### config.mk
export PLATFORM = sky130hd
export DESIGN_NAME = display_arbiter
export DESIGN_NICKNAME = d
export VERILOG_FILES = /design/src/rtl/display_arbiter.sv
export SDC_FILE = /design/constraint.sdc
export NUM_CORES = 1
export LEC_CHECK = 0
export BUFFER_PORTS_ARGS = -buffer_cell sky130_fd_sc_hd__buf_2
export CORE_ASPECT_RATIO = 0.9
export CORE_MARGIN = 5
export CORE_UTILIZATION = 40
export DETAILED_ROUTE_END_ITERATION = 8
export PLACE_DENSITY_LB_ADDON = 0.05
export SYNTH_ARGS = -nofsm -noshare
export SYNTH_HDL_FRONTEND = slang
export SYNTH_SLANG_ARGS = --single-unit
### constraint.sdc
create_clock -name clk -period 2.32 [get_ports clk]
set_input_delay 0.116 -clock clk [delete_from_list [all_inputs] [get_ports clk]]
set_output_delay 0.116 -clock clk [all_outputs]
set_load 0.02 [all_outputs]
### src/rtl/display_arbiter.sv
// display_arbiter: shares the 8-digit tube datapath among four pages
// (0 = clock, 1 = countdown, 2 = working timer, 3 = alert).
// The highest-priority request wins. A newly granted page keeps the display
// for a minimum hold time, unless its own request drops first.
// The winner's nibble data is registered toward timeDisplay.
// Optional feature macro: BLINK_EN enables per-digit blinking through
// blink_mask. When BLINK_EN is undefined, blink_mask is ignored and no
// phase counter exists.
module display_arbiter #(
    parameter int         HOLD_CYCLES = 50_000_000,
    parameter int         BLINK_HALF  = 25_000_000,
    parameter logic [3:0] BLANK_CODE  = 4'hE
) (
    input  logic         clk,
    input  logic         rst,
    input  logic [3:0]   req,
    input  logic [127:0] page_data,
    input  logic [31:0]  blink_mask,
    input  logic         lock,
    output logic [31:0]  time_data,
    output logic [3:0]   grant,
    output logic         page_changed
);

    typedef enum logic {FREE = 1'b0, HOLD = 1'b1} state_t;

    localparam int CW = (HOLD_CYCLES > 0) ? $clog2(HOLD_CYCLES + 1) : 1;
    localparam logic [CW-1:0] HOLD_LAST = (HOLD_CYCLES > 0) ? CW'(HOLD_CYCLES - 1) : '0;
    localparam logic [CW-1:0] HOLD_MAX  = CW'(HOLD_CYCLES);

    state_t        state_q, state_d;
    logic [3:0]    grant_q, grant_d;
    logic [CW-1:0] hold_cnt_q, hold_cnt_d;
    logic          page_changed_q, page_changed_d;
    logic [31:0]   time_data_q, time_data_d;

    logic [3:0]    ereq;
    logic [1:0]    win_idx;
    logic [3:0]    win_onehot;
    logic [1:0]    owner_idx;
    logic          owner_req;

    // Fixed-priority winner over the effective requests; the clock page always requests
    always_comb begin
        ereq    = {req[3:1], 1'b1};
        win_idx = 2'd0;
        if (ereq[1]) win_idx = 2'd1;
        if (ereq[2]) win_idx = 2'd2;
        if (ereq[3]) win_idx = 2'd3;
        win_onehot = 4'b0001 << win_idx;
    end

    // Encode the one-hot owner and check whether it is still requesting
    always_comb begin
        owner_idx = 2'd0;
        case (grant_q)
            4'b0010: owner_idx = 2'd1;
            4'b0100: owner_idx = 2'd2;
            4'b1000: owner_idx = 2'd3;
            default: owner_idx = 2'd0;
        endcase
        owner_req = |(ereq & grant_q);
    end

    // Arbitration FSM: HOLD protects a fresh owner, FREE allows replacement
    always_comb begin
        state_d    = state_q;
        grant_d    = grant_q;
        hold_cnt_d = hold_cnt_q;
        case (state_q)
            HOLD: begin
                if (!owner_req) begin
                    // Owner released; restart the hold for the next owner.
                    grant_d    = win_onehot;
                    hold_cnt_d = '0;
                end else begin
                    if (hold_cnt_q != HOLD_MAX) hold_cnt_d = hold_cnt_q + CW'(1);
                    if (hold_cnt_q == HOLD_LAST) state_d = FREE;
                end
            end
            FREE: begin
                if (lock && owner_req) begin
                    state_d = FREE;
                end else if (win_onehot != grant_q) begin
                    grant_d    = win_onehot;
                    hold_cnt_d = '0;
                    state_d    = (HOLD_CYCLES == 0) ? FREE : HOLD;
                end
            end
            default: state_d = FREE;
        endcase
        page_changed_d = (grant_d != grant_q);
    end

`ifdef BLINK_EN
    localparam int BW = (BLINK_HALF > 1) ? $clog2(BLINK_HALF) : 1;

    logic [BW-1:0] blink_cnt_q, blink_cnt_d;
    logic          phase_q, phase_d;

    // Free-running blink phase; restarts visible on every grant change
    always_comb begin
        blink_cnt_d = blink_cnt_q;
        phase_d     = phase_q;
        if (grant_d != grant_q) begin
            blink_cnt_d = '0;
            phase_d     = 1'b0;
        end else if (blink_cnt_q == BW'(BLINK_HALF - 1)) begin
            blink_cnt_d = '0;
            phase_d     = ~phase_q;
        end else begin
            blink_cnt_d = blink_cnt_q + BW'(1);
        end
    end

    // Owner data with blinking digits blanked during the dark phase
    always_comb begin
        time_data_d = page_data[{owner_idx, 5'd0} +: 32];
        for (int k = 0; k < 8; k++) begin
            if (phase_q && blink_mask[{owner_idx, 3'(k)}]) begin
                time_data_d[4*k +: 4] = BLANK_CODE;
            end
        end
    end

    // Blink phase registers
    always_ff @(posedge clk or negedge rst) begin
        if (!rst) begin
            blink_cnt_q <= '0;
            phase_q     <= 1'b0;
        end else begin
            blink_cnt_q <= blink_cnt_d;
            phase_q     <= phase_d;
        end
    end

    logic unused_inputs;
    assign unused_inputs = req[0];
`else
    // Owner data passes straight through to the output register
    always_comb begin
        time_data_d = page_data[{owner_idx, 5'd0} +: 32];
    end

    logic unused_inputs;
    assign unused_inputs = ^{req[0], blink_mask, BLANK_CODE, BLINK_HALF[0]};
`endif

    // State, grant, hold counter and output registers
    always_ff @(posedge clk or negedge rst) begin
        if (!rst) begin
            state_q        <= FREE;
            grant_q        <= 4'b0001;
            hold_cnt_q     <= '0;
            page_changed_q <= 1'b0;
            time_data_q    <= 32'd0;
        end else begin
            state_q        <= state_d;
            grant_q        <= grant_d;
            hold_cnt_q     <= hold_cnt_d;
            page_changed_q <= page_changed_d;
            time_data_q    <= time_data_d;
        end
    end

    assign grant        = grant_q;
    assign page_changed = page_changed_q;
    assign time_data    = time_data_q;

endmodule

# Yosys cells after proc, flatten, opt, wreduce, memory -nomap -nowiden
# Cells that the tools add are included.
[word_totals]
register_bits = 64
inputBits = 167
out_inout_bits = 37
word_cells = 41
[classes]
addsub = 1
n_eq_ne = 10
n_shift = 2
muxes = 18
bitwise = 2
n_reduce_logical = 3
[op_table]
columns = ["cell", "n"]
rows = [
  ["$shiftx 128x8->32", 1],
  ["$mux 26", 4],
  ["$pmux 26 s2", 1],
  ["$add 26x1->26 const B", 1],
  ["$eq 26x26->1 const B", 1],
  ["$ne 26x26->1 const B", 1],
  ["$mux 4", 3],
  ["$ne 4x4->1", 2],
  ["$pmux 4 s2", 1],
  ["$pmux 2 s3", 1],
  ["$mux 1", 5],
  ["$and 4x4->4", 1],
  ["$eq 4x2->1 const B", 1],
  ["$eq 4x3->1 const B", 1],
  ["$eq 4x4->1 const B", 1],
  ["$mux 2", 2],
  ["$ne 2x2->1 const B", 2],
  ["$reduce_or 4->1", 1],
  ["$shl 1x2->4 const A", 1],
  ["$ne 3x2->1 const B", 1],
  ["$reduce_and 3->1", 1],
  ["$pmux 1 s2", 1],
  ["$logic_and 1x1->1", 1],
  ["$not 1->1", 1],
]

# Logic depth before layout (Yosys ltp)
[logic_depth]
depth_word = 9
depth_mapped = 10
depth_no_buf = 8

# Least setup slack after synthesis
# OpenSTA, ideal clock, no wires.
[synth_timing]
kind = "flip-flop to flip-flop"
from = "register grant_q[1] (netlist: grant[1])"
to = "register hold_cnt_q[12]"
setup_time_ns = 0.066
arrival_time_ns = 2.196
t_required_ns = 2.254
setup_slack_ns = 0.058
stages_incl_launch_ff = 7
n_path_buf = 1
synth_period_minus_slack_ns = 2.262
cell_sequence = "dfrtp_1 > buf_6 > or4_4 > a311oi_4 > nor2_2 > or4_1 > nand2_1"
[synth_via]
elab_chain_len = 5
elab_cells_between_ends = 10
cone_classes = "eq/ne: 4; mux: 2; bitwise: 1; reduce/logical: 3"
[synth_lines]
columns = ["item", "line_no", "text"]
rows = [
  ["start: declaration", "32", "logic [3:0] grant_q, grant_d;"],
  ["start signal: assignment", "159", "grant_q <= grant_d;"],
  ["$and 4x4->4", "62", "owner_req = |(ereq & grant_q);"],
  ["$reduce_or 4->1", "62", ""],
  ["$logic_and 1x1->1", "82", "if (lock && owner_req) begin"],
  ["$ne 2x2->1 (no line)", "-", ""],
  ["$reduce_and 3->1 (no line)", "-", ""],
  ["end signal: assignment", "160", "hold_cnt_q <= hold_cnt_d;"],
  ["end: declaration", "33", "logic [CW-1:0] hold_cnt_q, hold_cnt_d;"],
]
# Parallel ways exist; a longest one is shown, timed or not.
# A chain may end at the register's enable or synchronous reset.

# Worst setup path in the final report
[layout_timing]
from = "register hold_cnt_q[0]"
to = "register hold_cnt_q[11]"
[layout_via]
elab_chain_len = 4
elab_cells_between_ends = 7
cone_classes = "add/sub: 1; eq/ne: 2; mux: 3; reduce/logical: 1"
[layout_lines]
columns = ["item", "line_no", "text"]
rows = [
  ["$add 26x1->26", "77", "if (hold_cnt_q != HOLD_MAX) hold_cnt_d = hold_cnt_q + CW'(1);"],
  ["$mux 26", "77", ""],
  ["$mux 26", "72", "if (!owner_req) begin"],
  ["$pmux 26 s2", "70", "case (state_q)"],
]
# Parallel ways exist; a longest one is shown, timed or not. The select of a mux whose other input is x is not followed.

==> run summary <==
Slowest CP cell = or4b_4
CTS sink cnt = 64
Ratio of cells with drive above 1 in the final layout = 0.511
Rel. slew slack = 0.532
Total die area = 0.0111 mm²
First-pass GRT wire length = 16.6 mm
Fraction of the cycle the final worst path needs = 0.998
WL final = 10.8 mm
Setup WS post-layout = 0.00392 ns
Area delta synth->final = 41.7%
Post-synthesis cell area = 0.00363 mm²
CTS Buf Count = 9
RSZ-0062 raised after global routing = true
DR WL/cell = 15.9 µm
Nets = 725
GRT Overall Usage = 0.190
Iteration-0 DRC Markers = 188
N_diodes = 0
Mapped Cells = 370
H-tree levels = 3
Gpl congestion = 0.800
Setup WS pre-CTS = 0.0294 ns
Leak Pwr = 2.48 nW
Top-level I/O count = 204
Sequential-to-total area share from yosys stat = 0.442
Critical path arrival = 2.54 ns
Asr flop ratio synth = 1.00
Power after layout = 0.00605 W
Total negative slack = 0 ns
DR vias/cell = 5.23
Clock transition at the registers of the reported paths = 0.07 ns
Synthesized Nets = 540
Pwr Density = 1180 mW/mm²
Initial antenna violation count = 0
Crit path kind = reg2reg
PortBufs = 170
CTS root buffer = clkbuf_8
Crit-path max cell delay = 0.47 ns
Vias in the first global route = 3484
Post-synth EDFFs = 0
Max VDD drop = 0.677 mV
Hold Vio Cnt, Final = 0
Initial core utilization = 0.403
Max Fclk = 432 MHz
CTS tree = built
Least-Margin Pin Slew = 0.701 ns
Core Area = 0.00900 mm²
Status = complete, no violations
DIE WIDTH = 110 µm
Worst setup SP type = flip-flop
Crit path max fanout = 7
Pin count of the biggest net entering global routing = 38
Hold Slack = 0.0359 ns
Skew-Pair Late Insertion Delay = 0.34 ns
FF+latch count, synth = 64
Final min period = 2.32 ns
First drt pass iteration count = 4
Via count = 3569
Max Cap Viol = 0
Required time of the critical path = 2.55 ns
# rows = 33
CP Capture Type = flip-flop
CP cell instances = inv_2, ha_4, or4b_4, nor4b_4, buf_4, a41oi_4, o21bai_4, buf_6, or3_1, a21oi_2
ANT nets after route = 0
Mean area per synthesized cell = 9.81 µm²
Clk buf depth = 2
Synth unique cells = 49
Dpl hpwl = 8.15 mm
Chip Height = 100 µm
Hold/Removal Path Class = in2reg
Total gr overflow = 0
YS warnings = 0
DRC = 0
Final setup vio count = 0
Prevailing post-synth register cell = dfrtp_1
Clock Skews = 0.0101 ns
Fin. max-slew vios = 0
==> stage by stage <==
step,std cells,cell area [µm²],util
after floorplan,370,3630,-
after global placement,660,4700,0.523
after detailed placement,660,4700,0.523
after CTS,679,4950,0.550
after global routing,682,5140,0.571
final,682,5140,0.571
==> critical path, delay by kind of cell (launching register included) <==
| family | cells | cell delay [ns] |
|---|---|---|
| simple gates | 3 | 0.86 |
| compound gates | 3 | 0.42 |
| buf+inv | 3 | 0.41 |
| flops | 1 | 0.39 |
| fa+ha+maj | 1 | 0.11 |
==> flip-flops by register name (all words and copies together), names as in the netlist <==
signal / count
hold_cnt_q: 26
page_changed: 1
grant: 4
state_q: 1
time_data: 32
==> cell usage after synthesis, types with 2 or more instances <==
cell type	number	share of area
a21oi_1	16	0.022
inv_1	5	0.0052
nand4_1	9	0.016
buf_6	2	0.0062
or3_1	8	0.014
nor2_1	21	0.022
nor4b_1	3	0.0072
and3_1	6	0.010
clkbuf_1	15	0.016
or4_4	2	0.0062
o21ai_1	5	0.0069
nor3_1	4	0.0055
xnor2_1	5	0.012
buf_4	2	0.0041
o211ai_1	3	0.0062
buf_2	6	0.0083
o31ai_1	7	0.014
or4_1	6	0.012
nand2_1	50	0.052
nor4_1	2	0.0034
nor2b_1	3	0.0052
dfrtp_1	63	0.43
and2_1	2	0.0034
o221a_2	32	0.099
o21ai_0	18	0.025
ha_1	3	0.010
nand3_1	14	0.019
or2_2	4	0.0069
mux2i_1	32	0.088
a31oi_1	3	0.0052
==> report_power, final <==
part	internal (W)	switching, W	leakage [nW]	total (W)
registers	0.00148	0.0000995	0.801	0.00158
clock network	0.000606	0.000438	0.104	0.00104
logic	0.00148	0.00195	1.58	0.00343
==> per-layer routing <==
| metal | vias to the layer above | wire length [µm] | global-route usage |
|---|---|---|---|
| met5 | - | 0 | 0 |
| met4 | 0 | 188 | 0.0483 |
| met3 | 14 | 758 | 0.0611 |
| met2 | 127 | 5480 | 0.318 |
| met1 | 1668 | 4400 | 0.237 |
| li1 | 1760 | - | - |
==> timing repair <==
item,in CTS,in global routing
hold endpoints to repair,27,0
buffers inserted,0,3
endpoints found under the setup margin,1,17
gates cloned,1,0
hold buffers,2,0
resized for setup,3,38
pin swaps,0,25
==> worst paths after layout <==
check	slack, ns	cells after the start	from	to
max	0.004	10	hold_cnt_q[0]$_DFFE_PN0P_	hold_cnt_q[11]$_DFFE_PN0P_
min	0.04	2	page_data[46]	time_data[14]$_DFF_PN0_
max reg2reg	0.004	10	hold_cnt_q[0]$_DFFE_PN0P_	hold_cnt_q[11]$_DFFE_PN0P_
min reg2reg	0.51	1	hold_cnt_q[24]$_DFFE_PN0P_	hold_cnt_q[24]$_DFFE_PN0P_
max in group asynchronous	1.30	3	rst	time_data[13]$_DFF_PN0_
min in group asynchronous	0.38	2	rst	hold_cnt_q[7]$_DFFE_PN0P_
==> cell type report <==
cell class                      instances  area [µm²]
Clock buffer                           11         131
Clock inverter                          5        81.3
Fill cell                             878        3860
Inverter                                5        18.8
Multi-Input combinational cell        275        2040
Sequential cell                        64        1600
Tap cell                              122         153
Timing Repair Buffer                  200        1110
==> cell usage in the layout (no fill, tap or decap), types with 2 or more instances in the layout <==
cell and instances:
buf_2 170, dfrtp_1 62, nand2_1 49, mux2i_1 32
o221a_2 32, buf_4 23, nor2_1 20, o21ai_0 18
nand3_1 13, a21oi_1 11, nand4_1 9, clkbuf_8 9
and3_1 6, xnor2_1 5, or4_4 5, o21ai_2 5
o31ai_1 5, a21oi_2 5, or3_1 5, or2_2 4
buf_6 4, inv_1 3, nor2b_1 3, nor3_1 3
and2_1 3, a31oi_1 3, o211ai_1 3, or4_1 3
nor2_2 2, inv_2 2, nor4_1 2, or3_4 2
ha_1 2, clkbuf_1 2, bufinv_16 2, dlygate4sd3_1 2
==> cells by family (layout without fill, tap and decap cells) <==
group	after synthesis	after routing	share of synthesized area
adder cells (fa/ha/maj)	3	3	0.0103
AND/OR/NAND/NOR	144	144	0.206
multiplexers	33	33	0.0914
XOR/XNOR	6	6	0.0145
flip-flops	64	64	0.442
AO/OA/AOI/OAI	89	89	0.196
buffers and inverters	31	221	0.0407
Note: power is estimated with default switching activity, not from simulation.
